==> src/rtl/spi_master_arbiter.sv <==
// Round-robin arbiter sharing one SPI master among NREQ requesters.
// Optional WAIT timeout enabled by defining SPI_ARB_TIMEOUT_EN.
module spi_master_arbiter #(
  parameter int NREQ    = 2,
  parameter int GAP     = 4,
  parameter int TIMEOUT = 1023
) (
  input  logic              Clk_i,
  input  logic              Rst_ni,
  input  logic [NREQ-1:0]   req_i,
  input  logic [8*NREQ-1:0] req_data_i,
  input  logic [NREQ-1:0]   req_sel_i,
  output logic [NREQ-1:0]   gnt_o,
  output logic [NREQ-1:0]   done_o,
  output logic [7:0]        rdata_o,
  output logic              err_o,
  output logic              m_strobe_o,
  output logic [7:0]        m_toXmit_o,
  output logic [1:0]        m_ss_o,
  input  logic [7:0]        m_Rcvd_i,
  input  logic              m_Ready_i,
  output logic [2:0]        dbg_state_o
);
  // Handshake: a requester holds req_i high until done_o pulses for it; gnt_o
  // stays high from GRANT through DONE; done_o is a single-cycle pulse and
  // rdata_o/err_o are valid in that cycle.
  typedef enum logic [2:0] {S_IDLE, S_GRANT, S_STROBE, S_WAIT, S_DONE, S_GAP} state_t;

  localparam int IW = (NREQ > 1) ? $clog2(NREQ) : 1;
  localparam int GW = (GAP > 1) ? $clog2(GAP) : 1;

  state_t          state_q, state_d;
  logic [IW-1:0]   rr_q, rr_d;
  logic [NREQ-1:0] gnt_d, done_d;
  logic [7:0]      rdata_d, tx_d, win_data;
  logic [1:0]      ss_d;
  logic            strobe_d, ready_q, ready_d, win_found, win_sel;
  logic [IW-1:0]   win_idx;
  logic [GW-1:0]   gap_q, gap_d;
  int              cand;

`ifdef SPI_ARB_TIMEOUT_EN
  localparam int TW = $clog2(TIMEOUT + 1);
  logic [TW-1:0] tmo_q, tmo_d;
  logic          err_d;
`else
  logic unused_timeout;
  assign unused_timeout = ^TIMEOUT;
  assign err_o = 1'b0;
`endif

  assign dbg_state_o = state_q;

  // Search starts at rr_q, the index after the previous winner.
  always_comb begin
    win_found = 1'b0;
    win_idx   = '0;
    cand      = 0;
    for (int i = 0; i < NREQ; i++) begin
      cand = int'(rr_q) + i;
      if (cand >= NREQ) cand = cand - NREQ;
      if (!win_found && req_i[IW'(cand)]) begin
        win_found = 1'b1;
        win_idx   = IW'(cand);
      end
    end
  end

  always_comb begin
    win_data = '0;
    win_sel  = 1'b0;
    for (int k = 0; k < NREQ; k++) begin
      if (win_idx == IW'(k)) begin
        win_data = req_data_i[8*k +: 8];
        win_sel  = req_sel_i[k];
      end
    end
  end

  always_comb begin
    state_d  = state_q;
    rr_d     = rr_q;
    gnt_d    = gnt_o;
    done_d   = '0;
    rdata_d  = rdata_o;
    strobe_d = 1'b0;
    tx_d     = m_toXmit_o;
    ss_d     = m_ss_o;
    gap_d    = gap_q;
    ready_d  = m_Ready_i;
`ifdef SPI_ARB_TIMEOUT_EN
    tmo_d    = tmo_q;
    err_d    = err_o;
`endif
    case (state_q)
      S_IDLE: begin
        if (win_found) begin
          state_d = S_GRANT;
          gnt_d   = NREQ'(1) << win_idx;
          tx_d    = win_data;
          ss_d    = win_sel ? 2'b10 : 2'b01;
          rr_d    = (win_idx == IW'(NREQ - 1)) ? '0 : win_idx + 1'b1;
`ifdef SPI_ARB_TIMEOUT_EN
          err_d   = 1'b0;
`endif
        end
      end
      S_GRANT: begin
        state_d  = S_STROBE;
        strobe_d = 1'b1;
      end
      S_STROBE: begin
        state_d = S_WAIT;
        // Treat Ready as already high on WAIT entry so only a fresh rising edge completes.
        ready_d = 1'b1;
`ifdef SPI_ARB_TIMEOUT_EN
        tmo_d   = '0;
`endif
      end
      S_WAIT: begin
        if (m_Ready_i && !ready_q) begin
          state_d = S_DONE;
          done_d  = gnt_o;
          rdata_d = m_Rcvd_i;
          ss_d    = 2'b00;
        end
`ifdef SPI_ARB_TIMEOUT_EN
        else if (tmo_q == TW'(TIMEOUT - 1)) begin
          state_d = S_DONE;
          done_d  = gnt_o;
          rdata_d = 8'h00;
          ss_d    = 2'b00;
          err_d   = 1'b1;
        end else begin
          tmo_d = tmo_q + 1'b1;
        end
`endif
      end
      S_DONE: begin
        gnt_d   = '0;
        gap_d   = '0;
        state_d = (GAP == 0) ? S_IDLE : S_GAP;
      end
      S_GAP: begin
        if (gap_q == GW'(GAP - 1)) state_d = S_IDLE;
        else gap_d = gap_q + 1'b1;
      end
      default: state_d = S_IDLE;
    endcase
  end

  always_ff @(posedge Clk_i) begin
    if (!Rst_ni) begin
      state_q    <= S_IDLE;
      rr_q       <= '0;
      gnt_o      <= '0;
      done_o     <= '0;
      rdata_o    <= '0;
      m_strobe_o <= 1'b0;
      m_toXmit_o <= '0;
      m_ss_o     <= '0;
      gap_q      <= '0;
      ready_q    <= 1'b0;
`ifdef SPI_ARB_TIMEOUT_EN
      tmo_q      <= '0;
      err_o      <= 1'b0;
`endif
    end else begin
      state_q    <= state_d;
      rr_q       <= rr_d;
      gnt_o      <= gnt_d;
      done_o     <= done_d;
      rdata_o    <= rdata_d;
      m_strobe_o <= strobe_d;
      m_toXmit_o <= tx_d;
      m_ss_o     <= ss_d;
      gap_q      <= gap_d;
      ready_q    <= ready_d;
`ifdef SPI_ARB_TIMEOUT_EN
      tmo_q      <= tmo_d;
      err_o      <= err_d;
`endif
    end
  end
endmodule

==> config.mk <==
export PLATFORM = sky130hd
export DESIGN_NAME = spi_master_arbiter
export DESIGN_NICKNAME = d
export VERILOG_FILES = /design/src/rtl/spi_master_arbiter.sv
export SDC_FILE = /design/constraint.sdc
export NUM_CORES = 1
export LEC_CHECK = 0
export CORE_MARGIN = 1
export CORE_UTILIZATION = 40
export CTS_BUF_LIST = sky130_fd_sc_hd__clkbuf_4 sky130_fd_sc_hd__clkbuf_8 sky130_fd_sc_hd__clkbuf_16
export DETAILED_ROUTE_END_ITERATION = 16
export GPL_ROUTABILITY_DRIVEN = 0
export GPL_TIMING_DRIVEN = 0
export PLACE_DENSITY_LB_ADDON = 0.15
export SKIP_CTS_REPAIR_TIMING = 1
export SYNTH_ARGS = -nofsm -noshare
export SYNTH_HDL_FRONTEND = slang
export SYNTH_SLANG_ARGS = --single-unit
==> constraint.sdc <==
create_clock -name Clk_i -period 1.64 [get_ports Clk_i]
set_clock_uncertainty 0.1 [all_clocks]
set_input_delay 0.164 -clock Clk_i [delete_from_list [all_inputs] [get_ports Clk_i]]
set_output_delay 0.164 -clock Clk_i [all_outputs]
set_load 0.05 [all_outputs]
==> results.json <==
{
  "outcome": "completed",
  "p_seq_frac": 0.417,
  "min_period_over_period": 0.904,
  "clock_latency_ns": 0.34,
  "syn-num-nets": 172,
  "drv_slew": 0,
  "synth-seq-cells": 30,
  "layout_min_cycle_time_ns": 1.48,
  "path_buf_inv": 1,
  "drc_errors": 0,
  "power_mw": 1.96,
  "cp.arrival_ns": 1.22,
  "powerDensity_nw_per_um2": 940,
  "final_area_um2": 2080,
  "yosysUniqueCellTypes": 38,
  "routedWlPerCell_um": 13.1,
  "grt_pass1_wl_um": 5090,
  "startpoint_type": "flip-flop",
  "cp_max_fo": 3,
  "tns_ns": 0,
  "drt-initial-drc-count": 39,
  "clkTransAtPathRegs_ns": 0.10,
  "synth_area_um2": 1340,
  "p_leak_nw": 1.29,
  "async_reset_ff_frac": 0,
  "post-route-util": 0.666,
  "rsz0062_at_grt": "no",
  "io_buffers": 54,
  "combPwrFrac": 0.285,
  "slew_headroom": 0.649,
  "h-tree-depth": 2,
  "drt-total-wl_um": 3210,
  "first_global_vias": 1181,
  "antenna_found_initial": 0,
  "end_kind": "output port",
  "place_area_um2": 1940,
  "drive_above_1_share": 0.104,
  "hold_class": "in2reg",
  "synth_edf_count": 0,
  "grt_start_max_net_pins": 11,
  "clkSinkCount": 30,
  "synth_area_per_cell_um2": 9.60,
  "fin_cells": 246,
  "cts_tree": "built",
  "cts_made_buffers": 5,
  "swShare": 0.319,
  "crit_required_ns": 1.38,
  "core_area_um2": 3130,
  "worstSetupPathType": "reg2out",
  "grt_usage": 0.196,
  "grt_overflow_total": 0,
  "cp_slowest_cell": "dlymetal6s2s_1",
  "die_area_um2": 3600,
  "fmax_mhz": 674,
  "drt_pre_antenna_iters": 4,
  "setup-violations-final": 0,
  "internal_power_mw": 1.33,
  "worst-slew-pin-transition_ns": 0.526,
  "cts_root_buf": "clkbuf_4",
  "ys_seq_area_frac": 0.447,
  "fp.dieH_um": 60.0,
  "clock_path_buffers": 2,
  "p_switching_mw": 0.624,
  "die-width_um": 60.0,
  "drv_cap": 0,
  "antenna_cells": 0,
  "path_cells": "dlymetal6s2s_1",
  "hpwl_um": 2340,
  "fp-row-count": 20,
  "initial_core_util": 0.430,
  "ant_nets": 0,
  "nets": 233,
  "synth_flop_cell": "dfxtp_1",
  "clkPwrFrac": 0.298,
  "io_pins": 58,
  "irDropWorstVdd_v": 0.000733,
  "syn_to_final_growth_pct": 54.9,
  "critPathTopFamily": "buffers and inverters",
  "vias": 1210,
  "netlist_instances": 140,
  "viasPerCell": 4.92,
  "yosysWarnings": 0,
  "finalHoldViolCount": 0,
  "slowest_delay_ns": 0.45,
  "placed_cells": 238
}
cell families after synthesis:
group	count (synthesis)	share of synthesized area
flip-flops	30	0.447
buffers and inverters	13	0.0670
AO/OA/AOI/OAI	31	0.142
XOR/XNOR	1	0.00652
AND/OR/NAND/NOR	46	0.198
multiplexers	17	0.127
adder cells (fa/ha/maj)	1	0.00931
other	1	0.00279
path summary, 6_finish.rpt:
check,startpoint,endpoint,slack [ns],depth (start not counted)
max,dbg_state_o[0]$_SDFFE_PN0P_,dbg_state_o[0],0.16,1
min,req_i[0],dbg_state_o[2]$_SDFFE_PN0P_,0.12,3
max reg2reg,dbg_state_o[0]$_SDFFE_PN0P_,rdata_o[1]$_SDFFE_PN0P_,0.17,5
min reg2reg,rdata_o[0]$_SDFFE_PN0P_,rdata_o[0]$_SDFFE_PN0P_,0.36,2
stage by stage:
stage	hold slack, ns	setup slack (ns)
2_1_floorplan	0.188	0.00201
3_3_place_gp	0.341	-0.0931
3_5_place_dp	0.360	-0.116
4_1_cts	0.120	-0.242
5_1_grt	0.155	0.0722
6_report	0.123	0.157
tightest hold or removal path, cell delays in order:
cell and delay (ns):
buf_2 0.17, o41ai_1 0.10, nor2_1 0.10
layout make-up:
| class | count | area (um^2) |
|---|---|---|
| repair buffers | 54 | 606 |
| well taps | 44 | 55.1 |
| clock buffers | 5 | 37.5 |
| flip-flops and latches | 30 | 601 |
| inverters | 1 | 3.75 |
| fillers | 276 | 1050 |
| clock inverters | 3 | 40.0 |
| plain buffers | 12 | 86.3 |
| multi-input cells | 97 | 653 |
power groups by stage:
| stage | Combinational, mW | Clock, mW | Sequential (mW) |
|---|---|---|---|
| final | 0.558 | 0.584 | 0.815 |
| after global routing | 0.595 | 0.627 | 0.821 |
| after CTS | 0.566 | 0.600 | 0.818 |
| after detailed placement | 0.563 | 0 | 0.835 |
| after global placement | 0.558 | 0 | 0.830 |
| after floorplan | 0.197 | 0 | 0.997 |
routing by layer:
layer	GRT usage	share of wire	wire (um)
met5	0	0	0
met2	0.314	0.51	1640
met4	0.110	0.020	65
met3	0.0606	0.064	207
met1	0.230	0.40	1300
sequential cells by signal (all words and copies together), names as in the netlist:
| name | cells |
|---|---|
| ready_q | 1 |
| m_strobe_o | 1 |
| gap_q | 2 |
| m_toXmit_o | 8 |
| rr_q | 1 |
| done_o | 2 |
| m_ss_o | 2 |
| dbg_state_o | 3 |
| gnt_o | 2 |
| rdata_o | 8 |
layout by cell type, fill, tap and decap left out, drive strengths merged, types with 2 or more instances in the layout:
| master | instances |
|---|---|
| and3 | 3 |
| nor3b | 2 |
| nor2b | 3 |
| nand2 | 23 |
| nor2 | 6 |
| clkdlybuf4s50 | 28 |
| clkinv | 2 |
| o21a | 2 |
| o21ai | 9 |
| nand2b | 2 |
| a21oi | 8 |
| a21boi | 2 |
| mux2i | 17 |
| clkbuf | 8 |
| dlymetal6s2s | 26 |
| and2 | 2 |
| buf | 9 |
| o22ai | 2 |
| dfxtp | 30 |
synth_stat cells, drive strengths merged (2+ instances only):
library cell	number	area share
dfxtp	30	0.45
o22ai	2	0.0093
and3	3	0.014
buf	9	0.056
mux2i	17	0.13
o21ai	9	0.034
nor3b	2	0.011
a21oi	8	0.030
nor2b	3	0.014
and2	2	0.0093
clkbuf	3	0.0084
nand2	23	0.070
nor2	6	0.019
o21a	2	0.011
a21boi	2	0.011
nand2b	2	0.0093
Note: power is estimated with default switching activity, not from simulation.
==> RTL edit 1: new RTL, same flow settings <==
Change the parameter `NREQ` from 2 to 4.
--- a/src/rtl/spi_master_arbiter.sv
+++ b/src/rtl/spi_master_arbiter.sv
@@ -2,5 +2,5 @@
 // Optional WAIT timeout enabled by defining SPI_ARB_TIMEOUT_EN.
 module spi_master_arbiter #(
-  parameter int NREQ    = 2,
+  parameter int NREQ    = 4,
   parameter int GAP     = 4,
   parameter int TIMEOUT = 1023
Ports: changed (5 resized); port bits go from 58 to 82. The function was not compared with the original's and may differ.
==> RTL edit 1 against the unedited design <==
  * Worst setup slack got worse by 0.64 ns
  * The flow now finishes with violations (setup timing)
  * Area after synthesis increased by 37%
  * Sequential cell count increased by 5
  * Largest power group is now combinational logic
  * Total power increased by 58%
  * Final area increased by 53%
  * Clock power increased by 30%
  * Core utilization increased by 6.0 points
  * Routed wire length increased by 72%
  * Non-clock buffer count increased by 45
  * Register-to-register slack got worse by 0.65 ns
  * Count of clock-buffer cells in the layout increased by 2
  * Fmax decreased by 30%
  * Critical path depth increased by 8
==> RTL edit 1: results (changes against the unedited design) <==
global_routing:
  grt_max_degree: 12  # +1
  grt_util_met2: 0.3600  # +0.04576
  grtUsageMet1: 0.2750  # +0.04450
  grt_usage: 0.2177  # +0.02207
  grt_first_pass_wirelength_um: 8438  # +66%
  grt_pass1_vias: 1770  # +50%
  use_met3: 0.06395  # +0.003347
layout:
  largest_registers: "m_toXmit_o x8, rdata_o x8"
  final_cells: 367  # +49%
  drive_gt1_frac: 0.2349  # +0.1310
  num-fill-cells: 330  # +20%
  final_nets: 370  # +59%
yosys:
  yosysUniqueCellTypes: 43  # +13%
  avgSynthCellArea_um2: 8.561  # -11%
  synth_compound_area_frac: 0.2257  # +0.08324
  synthTopCellsByCount: "dfxtp_1 (35), a21oi_1 (29), nor2_1 (21)"
  synth.area.top_cells: "dfxtp_1 (38%), a21oi_1 (7.9%), mux2i_1 (6.0%)"
  async_flop_share: 0  # unchanged
  synthMuxAreaShare: 0.05982  # -0.06681
  synthAdderAreaFrac: 0.03399  # +0.02468
  synthXorXnorAreaFrac: 0  # -0.006518
  yosysSeqAreaShare: 0.3807  # -0.06623
  syn_nets: 271  # +58%
clocking:
  clk_latency_ns: 0.29  # -0.05 ns
  clkTransAtPathRegs_ns: 0.08  # -0.02 ns
  clock-root-buffer: "clkbuf_8"
  cts.path.max_buffers: 2  # unchanged
worst_hold_path:
  hold-path-endpoint: "m_ss_o[0]$_SDFFE_PN0P_"
  worstHoldStart: "Rst_ni"
route:
  dr.first_iter.drc_count: 64  # +64%
  met2_length_um: 2666  # +62%
  dr_total_vias: 1903  # +57%
  wl_met1_um: 2430  # +88%
  route.met3.wl_um: 345  # +67%
  wl_um: 5512  # +72%
worst_setup_path:
  ff2ff_path_depth: 9  # +4
  critPathMaxFanout: 10  # +7
  r2r-start: "rr_q[1]$_SDFFE_PN0P_"
  crit_arrival_ns: 2.27  # +1.05 ns
  regToRegEndpoint: "m_toXmit_o[2]$_SDFFE_PN0P_"
place:
  io_buffers: 79  # +46%
  dp.cells: 346  # +45%
  place_hpwl_um: 3618  # +55%
timing:
  setup_viol: 15  # +15
  fin_ws_ns: -0.4839  # -0.6412 ns
  tns_ns: -4.727  # -4.727 ns
  worst_slew_pin_slew_ns: 0.5371  # +0.01132 ns
run_status:
  violations: "setup timing"
  status: "finished with violations"
pwr:
  p_leak_nw: 1.753  # +36%
  ir_worst_vdd_mv: 0.6696  # -8.7%
## RTL edit 1: cell types whose count changed after synthesis, moves of 4 or more
cell,delta
a221oi_1,+4
ha_1,+4
a221oi_2,+4
a21oi_1,+21
o21ai_0,+7
dfxtp_1,+5
inv_1,+12
mux2i_1,-6
nand3b_1,+5
nor2_1,+16
## RTL edit 1: cell type report
cell class / instances / share of cell area
flip-flops and latches: 35 / 0.2255
clock inverters: 1 / 0.001574
plain buffers: 18 / 0.06100
inverters: 14 / 0.01653
multi-input cells: 147 / 0.3270
well taps: 52 / 0.02046
clock buffers: 7 / 0.03384
repair buffers: 93 / 0.3140
## RTL edit 1: worst max path at each step
stage                                            end  slack, ns                  from  depth (start not counted)
final                     m_toXmit_o[2]$_SDFFE_PN0P_      -0.48  rr_q[1]$_SDFFE_PN0P_                          9
after floorplan           m_toXmit_o[1]$_SDFFE_PN0P_      -0.40  rr_q[1]$_SDFFE_PN0P_                         11
after global routing      m_toXmit_o[2]$_SDFFE_PN0P_      -0.59  rr_q[1]$_SDFFE_PN0P_                          9
after detailed placement  m_toXmit_o[1]$_SDFFE_PN0P_      -0.95              req_i[3]                         11
after global placement    m_toXmit_o[1]$_SDFFE_PN0P_      -0.91              req_i[0]                         10
after CTS                 m_toXmit_o[1]$_SDFFE_PN0P_      -0.64              req_i[3]                         11
## RTL edit 1: report_power, final
part / switching (W) / internal [W] / total (W)
combinational: 0.000724 / 0.000624 / 0.00135
clock: 0.000329 / 0.000431 / 0.000760
sequential: 0.0000492 / 0.000932 / 0.000982
## RTL edit 1: cell families after synthesis
| logic type | after synthesis |
|---|---|
| multiplexers | 11 |
| AO/OA/AOI/OAI | 65 |
| flip-flops | 35 |
| other | 1 |
| AND/OR/NAND/NOR | 65 |
| buffers and inverters | 33 |
| adder cells (fa/ha/maj) | 5 |
## RTL edit 1: worst max-delay path, cell delays in order (launching register included)
cell,delay (ns)
dfxtp_4,0.38
mux2i_2,0.23
nor2_2,0.08
or3_4,0.39
ha_4,0.22
buf_8,0.13
buf_4,0.17
a21oi_1,0.22
a221oi_2,0.09
nor2_1,0.08
## RTL edit 1: stage by stage
| step | setup WS, ns | util | hold WS [ns] | power, W | area (um^2) |
|---|---|---|---|---|---|
| after floorplan | -0.3950 | - | 0.2012 | 0.001774 | 1889 |
| after global placement | -0.9099 | 0.6261 | 0.3525 | 0.002139 | 2745 |
| after detailed placement | -0.9547 | 0.6261 | 0.3585 | 0.002153 | 2745 |
| after CTS | -0.6378 | 0.6518 | 0.1680 | 0.002904 | 2858 |
| after global routing | -0.5871 | 0.7252 | 0.2456 | 0.003246 | 3179 |
| final | -0.4839 | 0.7252 | 0.1717 | 0.003089 | 3179 |
==> RTL edit 2: new RTL, same settings <==
Made on the original files. Make the reset (`Rst_ni`) asynchronous in one clocked block.
--- a/src/rtl/spi_master_arbiter.sv
+++ b/src/rtl/spi_master_arbiter.sv
@@ -150,5 +150,5 @@
   end
 
-  always_ff @(posedge Clk_i) begin
+  always_ff @(posedge Clk_i or negedge Rst_ni) begin
     if (!Rst_ni) begin
       state_q    <= S_IDLE;
Behaviour: differs if Rst_ni is asserted again (counterexample within 4 cycles, from zero or initial values and one cycle with Rst_ni low); with Rst_ni held inactive, the same outputs for 10 cycles.
==> RTL edit 2 against the unedited design <==
  * The flow now finishes with violations (setup timing)
  * Sequential share of layout area grew 4.4 points
  * Sequential cell count is the same
  * Cell count shrank 6.1%
  * Fmax shrank 10%
  * Routed wire length grew 2.3%
  * Area after synthesis grew 0.56%
  * Global-route usage shrank 0.73 points
  * Final area grew 9.1%
  * Die area grew 0.53%
  * Worst setup slack lost 0.17 ns
Power is not compared: it rests on default switching activity, and its combinational part moved more than twofold at a synthesized area within 25%.
==> RTL edit 2: results (changes against the unedited design) <==
run_status:
  status: "finished with violations"
  violations: "setup timing"
route:
  dr_total_vias: 1118  # -7.6%
  dr.first_iter.drc_count: 11  # -72%
  wl_per_cell_um: 14.23  # +8.9%
  dr.pass1.iters: 4  # unchanged
place:
  dp_slack_ns: -0.2974  # -0.1810 ns
  place_hpwl_um: 2135  # -8.7%
  dpl_cell_area_um2: 1978  # +2.0%
  io_buffers: 54  # unchanged
  dp.cells: 212  # -11%
worst_setup_path:
  crit_arrival_ns: 1.76  # +0.54 ns
  critPathMaxFanout: 8  # +5
  crit_start: "dbg_state_o[1]$_DFFE_PN0P_"
global_routing:
  antenna_found_initial: 0  # unchanged
  grt_usage: 0.1883  # -0.007333
  grt_max_degree: 31  # +20
  grt_first_pass_wirelength_um: 4850  # -4.8%
die:
  die_area_um2: 3614  # +0.53%
layout:
  num-fill-cells: 243  # -12%
  final_nets: 218  # -6.4%
  n_antenna_cell: 0  # unchanged
  drive_gt1_frac: 0.2888  # +0.1848
  final_cells: 231  # -6.1%
yosys:
  yosysTopAreaCell: "dfrtp_1"
  yosysSeqAreaShare: 0.5556  # +0.1086
  syn_nets: 146  # -15%
  yosysUniqueCellTypes: 33  # -13%
  synthXorXnorAreaFrac: 0.006481  # -0.00003621
  synthMuxAreaShare: 0.1333  # +0.006704
  synth.area.top_cells: "dfrtp_1 (56%), mux2i_1 (6.7%), mux2_2 (6.7%)"
  syn_inst: 114  # -19%
  synthAdderAreaFrac: 0.009259  # -0.00005173
  synthTopCellsByCount: "dfrtp_1 (30), nand2_1 (13), o21ai_0 (13)"
  async_flop_share: 1.000  # +1.000
  ys.warnings.count: 0  # unchanged
  synth_compound_area_frac: 0.1185  # -0.02394
timing:
  fin_ws_ns: -0.01384  # -0.1711 ns
  setup_viol: 5  # +5
  worst_slew_pin_slew_ns: 0.6496  # +0.1239 ns
  hold_ws_ns: 0.1286  # +0.005394 ns
clocking:
  htreeDepth: 2  # unchanged
  clock-root-buffer: "clkbuf_4"
  cts.path.max_buffers: 2  # unchanged
  cts_buffers: 5  # unchanged
  clkTransAtPathRegs_ns: 0.09
  clk_latency_ns: 0.32  # -0.02 ns
worst_hold_path:
  worstHoldStart: "req_i[0]"
  hold_path.class: "in2reg"
pwr:
  ir_worst_vdd_mv: 1.001
  p_leak_nw: 1.292
## RTL edit 2: cell count changes after synthesis, sizes merged, moves of 3 or more
cell	change
mux2i	-8
a21oi	-7
nand2	-10
nor2	-5
o21ai	+5
and3	-3
dfxtp	-30
dfrtp	+30
mux2	+8
## RTL edit 2: critical path, cell delays in order (launching register included)
cell       delay (ns)
dfrtp_2          0.43
buf_6            0.12
or4b_4           0.59
clkbuf_16        0.20
nand2_2          0.04
o21ai_1          0.05
## RTL edit 2: cell type report
class / count / area share
sequential: 30 / 0.3322
tap: 44 / 0.02424
multi-input combinational: 74 / 0.2579
inverter: 1 / 0.001653
clock buffer: 8 / 0.02645
buffer: 8 / 0.03526
timing repair buffer: 66 / 0.3223
## RTL edit 2: where the power goes
part | switching (W) | total, W | internal (W)
logic | 0.00159 | 0.00266 | 0.00107
clock network | 0.000226 | 0.000446 | 0.000220
registers | 0.000198 | 0.00127 | 0.00107
## RTL edit 2: through the flow
stage                TNS, ns    util
detailed placement    -8.137  0.6324
global route         -0.3319  0.7260
floorplan             -1.736       -
global placement      -7.640  0.6324
finish              -0.03239  0.7260
CTS                   -3.817  0.6516
## RTL edit 2: per-layer routing
metal | routed length [um] | track usage
met4 | 45 | 0.08970
met2 | 1683 | 0.3155
met3 | 185 | 0.06061
met5 | 0 | 0
met1 | 1372 | 0.2152
## RTL edit 2: worst paths after layout
path,to,cells after the start
max in group asynchronous,dbg_state_o[1]$_DFFE_PN0P_,2
max reg2reg,m_toXmit_o[7]$_DFFE_PN0P_,5
min reg2reg,m_toXmit_o[6]$_DFFE_PN0P_,2
min,gnt_o[0]$_DFFE_PN0P_,3
min in group asynchronous,m_toXmit_o[1]$_DFFE_PN0P_,2
max,m_toXmit_o[7]$_DFFE_PN0P_,5
## RTL edit 2: cell families (layout without fill, tap and decap cells)
kind of cell / count (synthesis) / in the layout
multiplexers: 17 / 17
AND/OR/NAND/NOR: 29 / 29
buffers and inverters: 10 / 83
XOR/XNOR: 1 / 1
adder cells (fa/ha/maj): 1 / 1
AO/OA/AOI/OAI: 25 / 25
other: 1 / 1
flip-flops: 30 / 30
